===== src/rtl/mem_port_arbiter.sv =====
// Single-port memory arbiter between instruction fetch and the MEM stage (data wins ties).
// Optional stall performance counters are enabled with `define MEM_ARB_PERF_EN.
//
// state  | meaning
// IDLE   | no access in flight; arbitrate data over fetch
// IF_ACC | fetch access driving memory for WAIT_STATES+1 cycles
// D_ACC  | data access driving memory for WAIT_STATES+1 cycles
// DONE   | ack cycle; hand over to the other requester if it is waiting
module mem_port_arbiter #(
    parameter int DATA_WIDTH  = 32,
    parameter int ADDR_WIDTH  = 32,
    parameter int WAIT_STATES = 2
) (
    input  logic                  clk,
    input  logic                  reset,
    input  logic                  if_req,
    input  logic [ADDR_WIDTH-1:0] if_addr,
    output logic [DATA_WIDTH-1:0] if_rdata,
    output logic                  if_ack,
    input  logic                  d_read,
    input  logic                  d_write,
    input  logic [ADDR_WIDTH-1:0] d_addr,
    input  logic [DATA_WIDTH-1:0] d_wdata,
    output logic [DATA_WIDTH-1:0] d_rdata,
    output logic                  d_ack,
    output logic                  stall_if,
    output logic                  stall_mem,
    output logic [ADDR_WIDTH-1:0] mem_addr,
    output logic [DATA_WIDTH-1:0] mem_wdata,
    output logic                  mem_re,
    output logic                  mem_we,
    input  logic [DATA_WIDTH-1:0] mem_rdata
`ifdef MEM_ARB_PERF_EN
    ,
    output logic [31:0]           perf_if_stall,
    output logic [31:0]           perf_d_stall
`endif
);

    typedef enum logic [1:0] {
        IDLE   = 2'd0,
        IF_ACC = 2'd1,
        D_ACC  = 2'd2,
        DONE   = 2'd3
    } arbState_t;

    localparam logic [3:0] WaitLoad = 4'(WAIT_STATES);

    arbState_t  state;
    logic [3:0] waitCnt;
    logic       servingData;
    logic       dReq;
    logic       grantData;
    logic       grantFetch;

    assign dReq      = d_read | d_write;
    assign stall_if  = if_req & ~if_ack;
    assign stall_mem = dReq & ~d_ack;

    // From DONE only the requester that was not just served may be granted.
    always_comb begin
        grantData  = 1'b0;
        grantFetch = 1'b0;
        case (state)
            IDLE: begin
                grantData  = dReq;
                grantFetch = ~dReq & if_req;
            end
            DONE: begin
                grantData  = ~servingData & dReq;
                grantFetch = servingData & if_req;
            end
            default: begin
                grantData  = 1'b0;
                grantFetch = 1'b0;
            end
        endcase
    end

    always_ff @(posedge clk) begin
        if (reset) begin
            state       <= IDLE;
            waitCnt     <= 4'd0;
            servingData <= 1'b0;
            if_ack      <= 1'b0;
            d_ack       <= 1'b0;
            if_rdata    <= '0;
            d_rdata     <= '0;
            mem_re      <= 1'b0;
            mem_we      <= 1'b0;
            mem_addr    <= '0;
            mem_wdata   <= '0;
        end else begin
            if_ack <= 1'b0;
            d_ack  <= 1'b0;
            if (state == IF_ACC || state == D_ACC) begin
                if (waitCnt == 4'd0) begin
                    // mem_we still reflects the access type during the last access cycle
                    if (state == IF_ACC) begin
                        if_rdata <= mem_rdata;
                    end else if (!mem_we) begin
                        d_rdata <= mem_rdata;
                    end
                    if_ack <= (state == IF_ACC);
                    d_ack  <= (state == D_ACC);
                    mem_re <= 1'b0;
                    mem_we <= 1'b0;
                    state  <= DONE;
                end else begin
                    waitCnt <= waitCnt - 4'd1;
                end
            end else if (grantData || grantFetch) begin
                state       <= grantData ? D_ACC : IF_ACC;
                servingData <= grantData;
                waitCnt     <= WaitLoad;
                mem_addr    <= grantData ? d_addr : if_addr;
                mem_re      <= grantFetch | (grantData & ~d_write);
                mem_we      <= grantData & d_write;
                if (grantData) begin
                    mem_wdata <= d_wdata;
                end
            end else begin
                state <= IDLE;
            end
        end
    end

`ifdef MEM_ARB_PERF_EN
    always_ff @(posedge clk) begin
        if (reset) begin
            perf_if_stall <= 32'd0;
            perf_d_stall  <= 32'd0;
        end else begin
            perf_if_stall <= perf_if_stall + 32'(stall_if);
            perf_d_stall  <= perf_d_stall + 32'(stall_mem);
        end
    end
`endif

endmodule


===== config.mk =====
export PLATFORM = sky130hd
export DESIGN_NAME = mem_port_arbiter
export DESIGN_NICKNAME = d
export VERILOG_FILES = /design/src/rtl/mem_port_arbiter.sv
export SDC_FILE = /design/constraint.sdc
export NUM_CORES = 1
export LEC_CHECK = 0
export ABC_CLOCK_PERIOD_IN_PS = 1900
export BUFFER_PORTS_ARGS = -buffer_cell sky130_fd_sc_hd__buf_4
export CAP_MARGIN = 5
export CORE_UTILIZATION = 41
export CTS_CLUSTER_SIZE = 8
export DETAILED_ROUTE_END_ITERATION = 6
export GPL_TIMING_DRIVEN = 0
export PLACE_DENSITY = 0.77
export SLEW_MARGIN = 25
export SYNTH_ARGS = -nofsm -noshare
export SYNTH_HDL_FRONTEND = slang
export SYNTH_SLANG_ARGS = --single-unit

===== constraint.sdc =====
create_clock -name clk -period 1.9 [get_ports clk]
set_input_delay 0.285 -clock clk [delete_from_list [all_inputs] [get_ports clk]]
set_output_delay 0.285 -clock clk [all_outputs]
set_load 0.01 [all_outputs]

-- Yosys cells after proc, flatten, opt, wreduce, memory -nomap -nowiden
Cells that the tools add are included.
- add/sub/neg operators: 1
- eq/ne operators: 5
- multiplexer cells: 15
- bitwise gates (word level): 18
- reduce and logical (&&, ||, !) cells: 12
- operator list (operator ; number):
    $mux W32 ; 1
    $mux W4 ; 3
    $not A1 Y1 ; 9
    $mux W2 ; 4
    $and A1 B1 Y1 ; 7
    $reduce_and A2 Y1 ; 3
    $reduce_and A3 Y1 ; 2
    $mux W1 ; 5
    $eq A2 B2 Y1 const B ; 2
    $logic_not A4 Y1 ; 1
    $pmux W1 S2 ; 2
    $reduce_and A4 Y1 ; 1
    $sub A4 B1 Y4 const B ; 1
    $reduce_or A3 Y1 ; 1
    $eq A2 B1 Y1 const B ; 1
    $logic_not A2 Y1 ; 1
    $logic_or A1 B1 Y1 ; 2
    $ne A2 B1 Y1 const B ; 1
    $ne A2 B2 Y1 const B ; 1
    $or A1 B1 Y1 ; 2
    $reduce_bool A2 Y1 ; 1
- register bits after elaboration: 139
- bits of input ports: 133
- output and inout bits: 134
- word-level logic and storage cells: 62

-- Logic depth before layout (Yosys ltp)
- depth after elaboration: 7
- mapped depth: 8
- depth with buffers taken out: 6

-- Worst setup path before layout
OpenSTA, ideal clock, no wires.
- path kind: reg2reg
- start point: register state[0]
- end point: register d_rdata[5]
- setup time: 0.132 ns
- arrival: 1.745 ns
- data required time: 1.768 ns
- setup slack: 0.023 ns
- cell stages (with the launch flop): 9
- buffers on the path: 2
- clock period less this slack: 1.877 ns
- cell sequence: dfxtp_1 inv_1 ha_1 nand4bb_1 or3_1 clkbuf_1 buf_2 nand2_1 a21oi_1
- cells in the longest elaborated chain, start to end: 3
- elaborated cells between the ends (all ways): 5
- those cells by class: eq/ne (2); bitwise (1); reduce/logical (2)
- RTL lines (item ; line ; text):
    from (decl) ; 49 ; arbState_t state;
    from (signal assigned) ; 113 ; state <= grantData ? D_ACC : IF_ACC;
    $eq A2 B1 Y1 or $eq A2 B2 Y1 (tied branches) ; 96, 99 ;
    $logic_or A1 B1 Y1 or $not A1 Y1 (tied branches) ; n/a ;
    $reduce_and A4 Y1 (no line) (*) ; n/a ;
    to (signal assigned) ; 102 ; d_rdata <= mem_rdata;
    to (decl) ; 24 ; output logic [DATA_WIDTH-1:0] d_rdata,
Every way passes the cells marked *; elsewhere a longest branch is shown, timed or not.
A chain may end at the register's enable or synchronous reset.

-- Final worst setup path
- start point: register state[1]
- end point: register waitCnt[0]
- cells in the longest elaborated chain, start to end: 5
- elaborated cells between the ends (all ways): 12
- those cells by class: eq/ne (4); mux (3); reduce/logical (5)
- RTL lines (item ; line ; text):
    $eq A2 B2 Y1 or $logic_not A2 Y1 (tied branches) ; 64 ; case (state)
    $pmux W1 S2 ; 64 ;
    $logic_or A1 B1 Y1 ; 112 ; end else if (grantData || grantFetch) begin
    $reduce_bool A2 Y1 (no line) ; n/a ;
    $reduce_and A2 Y1 (no line) ; n/a ;
    to (signal assigned) ; 110 ; waitCnt <= waitCnt - 4'd1;
    to (signal assigned) ; 115 ; waitCnt <= WaitLoad;
    to (decl) ; 50 ; logic [3:0] waitCnt;
Several ways; a longest one is shown, not always the timed one.

==> results.sh <==
export IMPL_outcome="completed"
export IMPL_final_layout_size_suffix_gt1_share_pct=37.42
export IMPL_critPathBufInv=4
export IMPL_dr_pass1_iters=4
export IMPL_arrival_ns=2.18
export IMPL_start_util_pct=42.06
export IMPL_rsz0062_at_grt="true"
export IMPL_fp_dieW_um=116.0
export IMPL_netlist_instances=670
export IMPL_core_um2=12670
export IMPL_wl_per_cell_um=15.22
export IMPL_maxCapViolCount=0
export IMPL_seq_area_frac_synth_pct=52.22
export IMPL_grt_start_max_net_pins=17
export IMPL_finalHoldViolations=0
export IMPL_clk_path_buf_depth=2
export IMPL_slew_violations=0
export IMPL_endpoint_kind="flip-flop"
export IMPL_fin_skew_ns=0.004898
export IMPL_ctsHoldBuffers=0
export IMPL_cts_buffers=17
export IMPL_path_common_cell="buf_4"
export IMPL_io_pins=267
export IMPL_final_nets=1104
export IMPL_finalSetupTns_ns=0
export IMPL_crit_family="buffers and inverters"
export IMPL_dp_hpwl_um=12730
export IMPL_worstMarginPinSlew_ns=0.5577
export IMPL_whs_ns=0.1236
export IMPL_synth_area_leaders="dfxtp_1 52%, nand2_1 16%, a21oi_1 9.7%"
export IMPL_num_rows=41
export IMPL_postRouteAntennaNets=0
export IMPL_yosysWarnings=0
export IMPL_gr_total_overflow=0
export IMPL_via_per_inst=4.994
export IMPL_worstPathRequired_ns=2.20
export IMPL_synth_edf_count=0
export IMPL_path_class="flip-flop to flip-flop"
export IMPL_dieHeight_um=116.0
export IMPL_layout_min_cycle_time_ns=1.882
export IMPL_ys_top_cells_by_count="230 x nand2_1, 139 x dfxtp_1, 103 x a21oi_1, 37 x nor2_1, 35 x o21ai_0"
export IMPL_ys_flop_type="dfxtp_1"
export IMPL_drc=0
export IMPL_syn2layout_area_growth_pct=57.81
export IMPL_cp_max_fo=7
export IMPL_syn_nets=809
export IMPL_ys_async_sr_fraction_pct=0
export IMPL_root_buffer="clkbuf_16"
export IMPL_place_area_um2=7533
export IMPL_yosysTopAreaCell="dfxtp_1"
export IMPL_cp_slowest_cell="dfxtp_2"
export IMPL_io_buffers=265
export IMPL_antenna_found_initial=0
export IMPL_insertion_delay_ns=0.41
export IMPL_fmax_mhz=531.2
export IMPL_drt_iter0_markers=323
export IMPL_num_vias=5743
export IMPL_crit_path_max_incr_delay_ns=0.35
export IMPL_wirelength_um=17500
export IMPL_path_cells="inv_2 -> ha_4 -> or2b_4 -> a21oi_4 -> buf_6 -> buf_4 -> buf_4 -> nor4_2 -> o21ba_2"
export IMPL_slew_headroom_pct=62.82
export IMPL_setup_viol=0
export IMPL_yosysTopAreaCellShare_pct=52.22
export IMPL_yosys_cell_types_count=35
export IMPL_clkTransAtPathRegs_ns=0.05
export IMPL_netlist_area_um2=5329
export IMPL_period_share_pct=99.07
export IMPL_cts_tree="built"
export IMPL_avgSynthCellArea_um2=7.954
export IMPL_clock_sinks=139
export IMPL_ir_worst_vdd_mv=0.8665
export IMPL_hp_class="input pin to flip-flop"
export IMPL_post_route_util_pct=66.37
export IMPL_stdcell_area_um2=8409
export IMPL_grt_pass1_vias=5109
export IMPL_synth_seq_cells=139
export IMPL_startpoint_type="flip-flop"
export IMPL_gp_congestion=0.7793
export IMPL_n_antenna_cell=0
export IMPL_grt_pass1_wl_um=25490
export IMPL_htreeDepth=4
export IMPL_p_leak_uw=0.003607
export IMPL_dieArea_um2=13460
export IMPL_pwr_density_cell_nw_per_um2=1754
export IMPL_grt_util_all_layers_pct=24.95
export IMPL_yosysMostFrequentCell="nand2_1"
## metal layers
layer / share of wire, % / vias up / routed length (µm) / GRT usage, %
li1: - / 2847 / - / -
met1: 41 / 2639 / 7108 / 28.33
met2: 49 / 227 / 8637 / 42.94
met3: 7.9 / 30 / 1376 / 8.787
met4: 2.2 / 0 / 377 / 9.487
met5: 0 / - / 0 / 0
## stage by stage
step | setup slack [ns] | total power, µW | cells
after detailed placement | -0.3928 | 10800 | 1107
after global placement | -0.3472 | 10700 | 1107
after global routing | -0.03223 | 15740 | 1150
final | 0.01763 | 14750 | 1150
after CTS | 0.008154 | 14400 | 1141
after floorplan | 0.02278 | 7970 | 670
## tightest hold or removal path: cells and delay by family
kind / cells / cell delay [ns]
buffers and inverters: 1 / 0.11
AO/OA/AOI/OAI: 1 / 0.05
AND/OR/NAND/NOR: 1 / 0.04
## layout by cell type, fill, tap and decap left out, types with 4 or more instances in the layout
master     netlist  final
clkbuf_2         0      9
nand2_1        230    230
clkbuf_16        0     17
clkbuf_4         0     11
a21oi_1        103    103
clkbuf_1        33     20
o21ai_0         35     27
ha_1             6      4
a311oi_1        32     29
nor2_1          37     37
buf_2           15      6
buf_4            0    278
buf_6            3      8
dfxtp_1        139    137
clkbuf_8         0      4
clkinv_2         0      4
o21ai_1          0      8
## sequential cells by signal, summed over array words and instances, names as in the netlist
signal       count
d_rdata         32
if_rdata        32
mem_addr        32
mem_wdata       32
waitCnt          4
state            2
d_ack            1
if_ack           1
mem_re           1
mem_we           1
servingData      1
## timing repair
item | in CTS | in global routing
setup buffers | 3 | 8
endpoints found under the setup margin | 135 | 124
gates resized for setup | 27 | 59
pin swaps | 0 | 3
gates cloned | 0 | 3
## where the power goes
group | total (µW) | leakage [µW] | internal (µW) | switching (µW)
logic | 6900 | 0.00218 | 3160 | 3740
registers | 4600 | 0.00114 | 4000 | 593
clock network | 3250 | 0.000287 | 2060 | 1180
## cells by family (layout without fill, tap and decap cells)
kind of cell               count (synthesis)  count (layout)  synth area share, %
AOI/OAI and AO/OA                        177             177                19.54
adders and majority gates                  6               6                1.409
buffers and inverters                     59             367                4.931
DFF                                      139             139                52.22
muxes                                      1               1               0.2113
and+or+nand+nor                          288             288                21.70
## layout make-up
| class | instances | area (µm²) |
|---|---|---|
| Inverter | 6 | 26.28 |
| Timing Repair Buffer | 279 | 2108 |
| Multi-Input combinational cell | 472 | 2382 |
| Fill cell | 1125 | 4262 |
| Sequential cell | 139 | 2788 |
| Clock buffer | 25 | 495.5 |
| Tap cell | 172 | 215.2 |
| Clock inverter | 7 | 87.58 |
| Buffer | 50 | 306.5 |
## path summary, 6_finish.rpt
kind                              startpoint       endpoint  slack, ns  depth (start not counted)
worst min-delay path             d_wdata[23]  mem_wdata[23]       0.12                          3
worst max-delay path                state[1]     waitCnt[0]       0.02                          9
worst max register to register      state[1]     waitCnt[0]       0.02                          9
worst min register to register  if_rdata[10]   if_rdata[10]       0.45                          2
(Power assumes the default switching activity.)
